### config.mk
export PLATFORM = sky130hd
export DESIGN_NAME = btn_debounce
export DESIGN_NICKNAME = d
export VERILOG_FILES = /design/src/rtl/btn_debounce_pkg.sv /design/src/rtl/debounce_ch.sv /design/src/rtl/btn_debounce.sv
export SDC_FILE = /design/constraint.sdc
export NUM_CORES = 1
export LEC_CHECK = 0
export CORE_MARGIN = 2
export CORE_UTILIZATION = 45
export CTS_BUF_LIST = sky130_fd_sc_hd__clkbuf_4 sky130_fd_sc_hd__clkbuf_8 sky130_fd_sc_hd__clkbuf_16
export CTS_CLUSTER_DIAMETER = 200
export DETAILED_ROUTE_END_ITERATION = 6
export SLEW_MARGIN = 15
export SYNTH_ARGS = -nofsm -noshare
export SYNTH_HDL_FRONTEND = slang
export SYNTH_SLANG_ARGS = --single-unit
### constraint.sdc
create_clock -name clk -period 4.5 [get_ports clk]
set_input_delay 0.9 -clock clk [delete_from_list [all_inputs] [get_ports clk]]
set_output_delay 0.9 -clock clk [all_outputs]
set_load 0.02 [all_outputs]
### src/rtl/btn_debounce_pkg.sv
// Shared constants and width helper for the btn_debounce block.
package btn_debounce_pkg;

    localparam int unsigned DBC_CYC_DEF = 851968;
    localparam int unsigned CH_MAX      = 32;

    // Ceiling log2: number of bits needed to hold values 0..value-1.
    function automatic int unsigned clog2(input int unsigned value);
        int unsigned v;
        int unsigned w;
        v = (value > 0) ? value - 1 : 0;
        w = 0;
        while (v > 0) begin
            w = w + 1;
            v = v >> 1;
        end
        return w;
    endfunction

    function automatic int unsigned cnt_width(input int unsigned dbc);
        return (clog2(dbc) < 1) ? 1 : clog2(dbc);
    endfunction

endpackage

### src/rtl/debounce_ch.sv
// One debounce channel: 2-flop synchronizer, stability counter, level and edge pulses.
module debounce_ch
    import btn_debounce_pkg::*;
#(
    parameter int unsigned DBC_CYC = DBC_CYC_DEF,
    parameter logic        RST_LVL = 1'b0
) (
    input  logic i_clk,
    input  logic i_rst,
    input  logic i_pin,
    output logic o_lvl,
    output logic o_rise,
    output logic o_fall
);

    localparam int unsigned CW = cnt_width(DBC_CYC);

    logic [1:0]    r_sync;
    logic [CW-1:0] r_cnt;
    logic          r_lvl;
    logic          r_rise;
    logic          r_fall;
    logic          w_diff;
    logic          w_done;

    assign w_diff = r_sync[1] ^ r_lvl;
    assign w_done = (r_cnt == CW'(DBC_CYC - 1));

    // Sync flops reset to the same value as the level so release never looks like a change.
    always_ff @(posedge i_clk) begin
        if (i_rst) begin
            r_sync <= {2{RST_LVL}};
            r_cnt  <= '0;
            r_lvl  <= RST_LVL;
            r_rise <= 1'b0;
            r_fall <= 1'b0;
        end else begin
            r_sync <= {r_sync[0], i_pin};
            r_rise <= 1'b0;
            r_fall <= 1'b0;
            if (!w_diff) begin
                r_cnt <= '0;
            end else if (w_done) begin
                r_cnt  <= '0;
                r_lvl  <= ~r_lvl;
                r_rise <= ~r_lvl;
                r_fall <= r_lvl;
            end else begin
                r_cnt <= r_cnt + CW'(1);
            end
        end
    end

    assign o_lvl  = r_lvl;
    assign o_rise = r_rise;
    assign o_fall = r_fall;

endmodule

### src/rtl/btn_debounce.sv
// Multi-channel button/switch debouncer with sticky event flags.
// Optional interrupt output enabled by defining BTN_DEBOUNCE_IRQ_EN.
module btn_debounce
    import btn_debounce_pkg::*;
#(
    parameter int unsigned    CH      = 4,
    parameter int unsigned    DBC_CYC = DBC_CYC_DEF,
    parameter logic [CH-1:0]  RST_VAL = '0
) (
    input  logic          clk,
    input  logic          rst,
    input  logic [CH-1:0] pin_i,
    output logic [CH-1:0] lvl_o,
    output logic [CH-1:0] rise_o,
    output logic [CH-1:0] fall_o,
    output logic [CH-1:0] evt_o,
    input  logic [CH-1:0] evt_clr
`ifdef BTN_DEBOUNCE_IRQ_EN
    ,
    input  logic [CH-1:0] irq_mask,
    output logic          irq_o
`endif
);

    logic [CH-1:0] w_rise;
    logic [CH-1:0] w_fall;
    logic [CH-1:0] r_evt;

    for (genvar g = 0; g < int'(CH); g++) begin : g_ch
        debounce_ch #(
            .DBC_CYC (DBC_CYC),
            .RST_LVL (RST_VAL[g])
        ) u_ch (
            .i_clk  (clk),
            .i_rst  (rst),
            .i_pin  (pin_i[g]),
            .o_lvl  (lvl_o[g]),
            .o_rise (w_rise[g]),
            .o_fall (w_fall[g])
        );
    end

    // New edges are ORed in after the clear, so a coincident set wins.
    always_ff @(posedge clk) begin
        if (rst) begin
            r_evt <= '0;
        end else begin
            r_evt <= (r_evt & ~evt_clr) | w_rise | w_fall;
        end
    end

    assign rise_o = w_rise;
    assign fall_o = w_fall;
    assign evt_o  = r_evt;

`ifdef BTN_DEBOUNCE_IRQ_EN
    logic r_irq;

    always_ff @(posedge clk) begin
        if (rst) begin
            r_irq <= 1'b0;
        end else begin
            r_irq <= |(r_evt & irq_mask);
        end
    end

    assign irq_o = r_irq;
`endif

endmodule

==> metrics.txt, run 1 <==
ys flop type=dfxtp_1; # clock sinks=104; kind of cell adding the most delay to the critical path=buffers and inverters; die area=0.0109 mm2; Critical-path top delay cell=clkdlybuf4s50_1; most frequent cell after synthesis=dfxtp_1; setup violators final=0; endpoints failing hold=0; number of diodes=0; Port-buffer cells=25; register area share after synthesis=45.9%; clk_lat worst skew=0.36 ns; Final WS setup=2.14 ns; Final Routed Wirelength=8480 um; Vias=3465; Setup WS pre-CTS=2.17 ns; I/O pin cnt=26; largest net degree at the start of global routing=27; Fmax achieved=424 MHz; Reg clk slew, reported paths=0.10 ns; post-CTS resize count=0; DRT Pass-1 Iters=4; Worst R2R End=g_ch[3].u_ch.r_cnt[6]; DIE HEIGHT=104 um; kind of critical path=flip-flop to primary output; setup bufs post-CTS=0; post-synthesis compound-gate area fraction=8.46%; DRC Markers=0; max-cap violations=0; Pins Over Slew Limit=0; Leak Pwr=1.48 nW; DR vias/cell=5.23; Initial Util=46.4%; Pwr per Cell Area=321 mW/mm2; crit path max fanout=5; Max VDD drop=173 uV; Hold Path Stages=1; initial antenna violation count=0; P&R area growth vs syn=11.2%; Rows=36; CP Cell Sequence=clkdlybuf4s50_1; Synthesized Nets=527; post-synth top area cell=dfxtp_1; top cells by area, synth=dfxtp_1 (46%), nor2_1 (5.5%), xnor2_1 (5.0%); starting DRC count in detailed routing=83; fillers=944; Reg-to-Reg Start=g_ch[3].u_ch.r_cnt[0]; gp weighted congestion=0.753; Synth Warn #=0; synth unique cells=40; crit start category=flip-flop; cell at the root of the clock tree=clkbuf_8; CTS tree=done; register bit total from synthesis=104; hold buffer count at CTS=0; All-Layer GR Usage=16.3%; grt ovf=0; CP peak stage delay=0.64 ns; syn_area_per_cell=8.85 um2; layout cells sized above 1=5.66%; nets=539; endpoint type of the worst setup path=primary output; share of the synthesized area in the top cell type=45.9%; min Tclk post-route=2.36 ns; H-tree levels=3; Required @ worst endpoint=3.60 ns; crit path DAT=1.46 ns; vias in the first global route=3311; worst min path class=flip-flop to flip-flop; Post-Synth Adder-Cell Area=1.10%; core area=0.00977 mm2; xor/xnor cell area share of the yosys netlist=9.65%; Mapped Area=0.00454 mm2; synthesized instance count=513; Routed wire per std cell=12.8 um; Worst Path Buf+Inv=1; number of synthesized flops with an enable pin=0; Clock Skew=0.00957 ns; DRT antenna net count=0; actual slew at the worst max-slew pin=0.783 ns; unrepaired setup endpoints after global routing=no; worst r2r path cells=5; total CTS buffers=9; commonest cells in the netlist=dfxtp_1 (104), nor2_1 (67), a21oi_1 (33); Horiz. Die Dim=104 um; outcome=completed; maximum root-to-sink buffer count=2; combinational family with the most area after synthesis=simple AND/OR/NAND/NOR gates; crit share post-route=52.4%; Reg2Reg Setup Slack=2.21 ns; multiplexer share of the synthesized area=0.221%; Final TNS setup=0 ns; DP HPWL=5940 um; first-pass GRT wire length=14700 um; simple-gate portion of the synthesized area=30.0%; Slew headroom=47.8%; asr flop ratio synth=0%; hold wc startpoint=g_ch[1].u_ch.r_sync[0]; hold endpoint=g_ch[1].u_ch.r_sync[1]
## cell families after synthesis
kind of cell	Yosys count
multiplexers	1
buffers and inverters	39
adder cells (fa/ha/maj)	4
AND/OR/NAND/NOR	252
AO/OA/AOI/OAI	63
flip-flops	104
XOR/XNOR	50
## final cells by class
cell class | count | area [um2] | share of cell area (%)
multi-input cells | 370 | 2240 | 44.5
flip-flops and latches | 104 | 2080 | 41.2
repair buffers | 27 | 265 | 5.26
well taps | 133 | 166 | 3.30
clock buffers | 12 | 165 | 3.27
clock inverters | 4 | 75.1 | 1.49
inverters | 13 | 48.8 | 0.967
## power breakdown
| group | internal, mW | switching (mW) |
|---|---|---|
| sequential | 0.924 | 0.00249 |
| clock | 0.359 | 0.310 |
| combinational | 0.0127 | 0.0129 |
| total | 1.30 | 0.326 |
## registers in the layout (all words and copies together) (netlist names)
name and count:
g_ch.u_ch.o_fall 4, g_ch.u_ch.o_lvl 4, g_ch.u_ch.o_rise 4, g_ch.u_ch.r_cnt 80, g_ch.u_ch.r_sync 8, evt_o 4
## worst max path at each step
| stage | start | endpoint | slack (ns) | depth (start not counted) |
|---|---|---|---|---|
| 2_1_floorplan | g_ch[3].u_ch.r_cnt[0] | g_ch[3].u_ch.r_cnt[10] | 2.61 | 6 |
| 3_3_place_gp | rst | g_ch[3].u_ch.r_cnt[6] | 2.18 | 5 |
| 3_5_place_dp | rst | g_ch[3].u_ch.r_cnt[9] | 2.17 | 5 |
| 4_1_cts | g_ch[2].u_ch.o_lvl | lvl_o[2] | 2.12 | 1 |
| 5_1_grt | g_ch[3].u_ch.r_cnt[0] | g_ch[3].u_ch.r_cnt[9] | 2.04 | 5 |
| 6_report | g_ch[2].u_ch.o_lvl | lvl_o[2] | 2.14 | 1 |
## metrics by stage
stage | util, % | hold slack (ns) | area [um2] | power, mW | std cells
floorplan | - | 0.413 | 4540 | 0.961 | 513
global placement | 49.2 | 0.418 | 4810 | 0.974 | 647
detailed placement | 49.2 | 0.430 | 4810 | 0.974 | 647
CTS | 51.6 | 0.449 | 5050 | 1.65 | 663
global route | 51.6 | 0.467 | 5050 | 1.69 | 663
finish | 51.6 | 0.445 | 5050 | 1.62 | 663
## per-layer routing
layer | global-route usage (%) | up-vias | wire [um]
met5 | 0 | - | 0
met4 | 4.54 | 0 | 99
met3 | 5.39 | 7 | 304
met2 | 27.3 | 41 | 3990
met1 | 20.0 | 1598 | 4090
li1 | - | 1819 | -
## cells in the final DEF (no fill, tap or decap), types with 4 or more instances in the layout
| cell type | synthesis | layout |
|---|---|---|
| a21oi_1 | 33 | 33 |
| nor4_1 | 7 | 7 |
| or3_1 | 14 | 14 |
| and4_1 | 11 | 11 |
| nand2b_1 | 10 | 10 |
| or4_1 | 12 | 12 |
| xor2_1 | 24 | 24 |
| o21ai_0 | 11 | 11 |
| ha_1 | 4 | 4 |
| nor2b_1 | 8 | 8 |
| clkbuf_8 | 0 | 12 |
| clkdlybuf4s50_1 | 0 | 25 |
| nand3_1 | 30 | 30 |
| dfxtp_1 | 104 | 104 |
| and3_1 | 13 | 13 |
| o31ai_1 | 15 | 15 |
| inv_1 | 13 | 13 |
| nand2_1 | 30 | 30 |
| xnor2_1 | 26 | 26 |
| nor3_1 | 16 | 16 |
| nand4_1 | 18 | 18 |
| nor2_1 | 67 | 67 |
(Power assumes the default switching activity.)
==> inputs of run 2 (changes only) <==
clock period = 2.5 ns   (was 4.5 ns; I/O delays follow)
==> run 2 against run 1 <==
Power is 69% higher. Clock skew fell by 0.0020 ns. Clock-buffer cell count grew 1. Flip-flop and latch count stayed put. First-iteration DRC count rose by 17%. Critical endpoint is now g_ch[3].u_ch.r_cnt[18]. Largest power group unchanged.
==> metrics.txt, run 2 (synthesized netlist as in run 1, its figures left out) <==
endpoint type of the worst setup path=flip-flop; Reg-to-Reg Start=g_ch[3].u_ch.r_cnt[0]; hold endpoint=g_ch[1].u_ch.r_sync[1]; total CTS buffers=9 (unchanged); Worst R2R End=g_ch[3].u_ch.r_cnt[18]; GR Util met3=4.51% (-0.88 points); Clock Skew=0.00752 ns (-0.00205 ns); die area=0.0109 mm2 (unchanged); final cell count without fillers=670 (+1.1%); Leak Pwr=1.50 nW (+0.98%); unrepaired setup endpoints after global routing=no; Port-buffer cells=25 (unchanged); met1 Use GR=20.3% (+0.31 points); Routed wire per std cell=12.7 um (-0.88%); Final Routed Wirelength=8490 um (+0.17%); hold slack=0.440 ns (-0.00493 ns); setup violators final=0 (unchanged); layer with the highest usage=met2; Required @ worst endpoint=2.80 ns (-0.80 ns); cell at the root of the clock tree=clkbuf_8; Hold Path Stages=1 (unchanged); number of diodes=0 (unchanged); Final TNS setup=0 ns (unchanged); layout cells sized above 1=6.89% (+1.2 points); Pwr per Cell Area=542 mW/mm2 (+69%); H-tree levels=3 (unchanged); nets=546 (+1.3%); Initial Util=46.4% (unchanged); met2 Track Usage GR=28.9% (+1.6 points); Horiz. Die Dim=104 um (unchanged); setup bufs post-CTS=0 (unchanged); DRT Pass-1 Iters=4 (unchanged); I/O pin cnt=26 (unchanged); endpoints failing hold=0 (unchanged); max-cap violations=0 (unchanged); crit start category=flip-flop; maximum root-to-sink buffer count=2 (unchanged); commonest non-fill, non-tap cell in the layout=dfxtp_1; largest registers=g_ch.u_ch.r_cnt: 80 flops, g_ch.u_ch.r_sync: 8 flops; max FFs per register=80 (unchanged); # clock sinks=104 (unchanged); Fmax achieved=499 MHz; most frequent cells in the layout=dfxtp_1 (104), nor2_1 (67), a21oi_1 (33), nand2_1 (30), nand3_1 (30); worst min path class=flip-flop to flip-flop; DR vias/cell=5.29 (+1.2%); crit path DAT=2.30 ns (+0.84 ns); hold buffer count at CTS=0 (unchanged); Reg2Reg Setup Slack=0.49 ns (-1.72 ns); core area=0.00977 mm2 (unchanged); Rows=36 (unchanged); Slew headroom=68.9% (+21 points); initial antenna violation count=0 (unchanged); DRT antenna net count=0 (unchanged); first-pass GRT wire length=15200 um (+3.3%); hold wc startpoint=g_ch[1].u_ch.r_sync[0]; min Tclk post-route=2.01 ns; crit share post-route=80.2%; kind of critical path=flip-flop to flip-flop; DRC Markers=0 (unchanged); starting DRC count in detailed routing=97 (+17%); grt ovf=0 (unchanged); outcome=completed; P&R area growth vs syn=11.4%; DIE HEIGHT=104 um (unchanged); All-Layer GR Usage=16.6% (+0.28 points); Pins Over Slew Limit=0 (unchanged); DP HPWL=6080 um (+2.3%); Pwr Total=2.74 mW (+69%); crit path max fanout=6 (+1); worst r2r path cells=5 (unchanged); clk_lat worst skew=0.36 ns (about the same); actual slew at the worst max-slew pin=0.460 ns (-0.322 ns); Placed Instances=654 (+1.1%); vias in the first global route=3388 (+2.3%); gp weighted congestion=0.740 (-1.8%); Vias=3545 (+2.3%); Reg clk slew, reported paths=0.09 ns (about the same); Max VDD drop=265 uV (+53%); post-CTS resize count=0 (unchanged); largest net degree at the start of global routing=19 (-30%); CTS tree=done; Top reg by flops=g_ch.u_ch.r_cnt
run 2: cell type report:
type,count,area (um2)
Timing Repair Buffer,34,318
Multi-Input combinational cell,370,2240
Sequential cell,104,2080
Clock buffer,13,173
Inverter,13,48.8
Fill cell,948,4720
Tap cell,133,166
Clock inverter,3,25.0
run 2: worst max-delay path by stage:
stage | from | to | depth (start not counted)
CTS | g_ch[3].u_ch.r_cnt[0] | g_ch[3].u_ch.r_cnt[1] | 5
floorplan | g_ch[3].u_ch.r_cnt[0] | g_ch[3].u_ch.r_cnt[10] | 6
global route | g_ch[3].u_ch.r_cnt[0] | g_ch[3].u_ch.r_cnt[18] | 5
global placement | g_ch[3].u_ch.r_cnt[0] | g_ch[3].u_ch.r_cnt[1] | 5
detailed placement | rst | g_ch[2].u_ch.r_cnt[18] | 5
finish | g_ch[3].u_ch.r_cnt[0] | g_ch[3].u_ch.r_cnt[18] | 5
run 2: power by group:
part / switching [mW] / internal (mW)
Sequential: 0.00484 / 1.66
Combinational: 0.0245 / 0.0263
Clock: 0.564 / 0.460
Total: 0.594 / 2.15
run 2: critical path: stages (launching register included):
cell and delay [ns]:
dfxtp_1 0.39, ha_1 0.22, nand3_1 0.22, or3_4 0.46, or4_1 0.51, a21oi_1 0.14
run 2: layer usage:
metal | part of all wire (%) | routed length, um
met1 | 49 | 4160
met2 | 47 | 3970
met3 | 3.2 | 271
met4 | 1.1 | 95
met5 | 0 | 0
run 2: stage by stage:
step	utilization (%)	cell area [um2]	setup slack, ns
2_1_floorplan	-	4540	0.608
3_3_place_gp	49.7	4860	0.527
3_5_place_dp	49.7	4860	0.499
4_1_cts	51.7	5060	0.489
5_1_grt	51.7	5060	0.371
6_report	51.7	5060	0.494
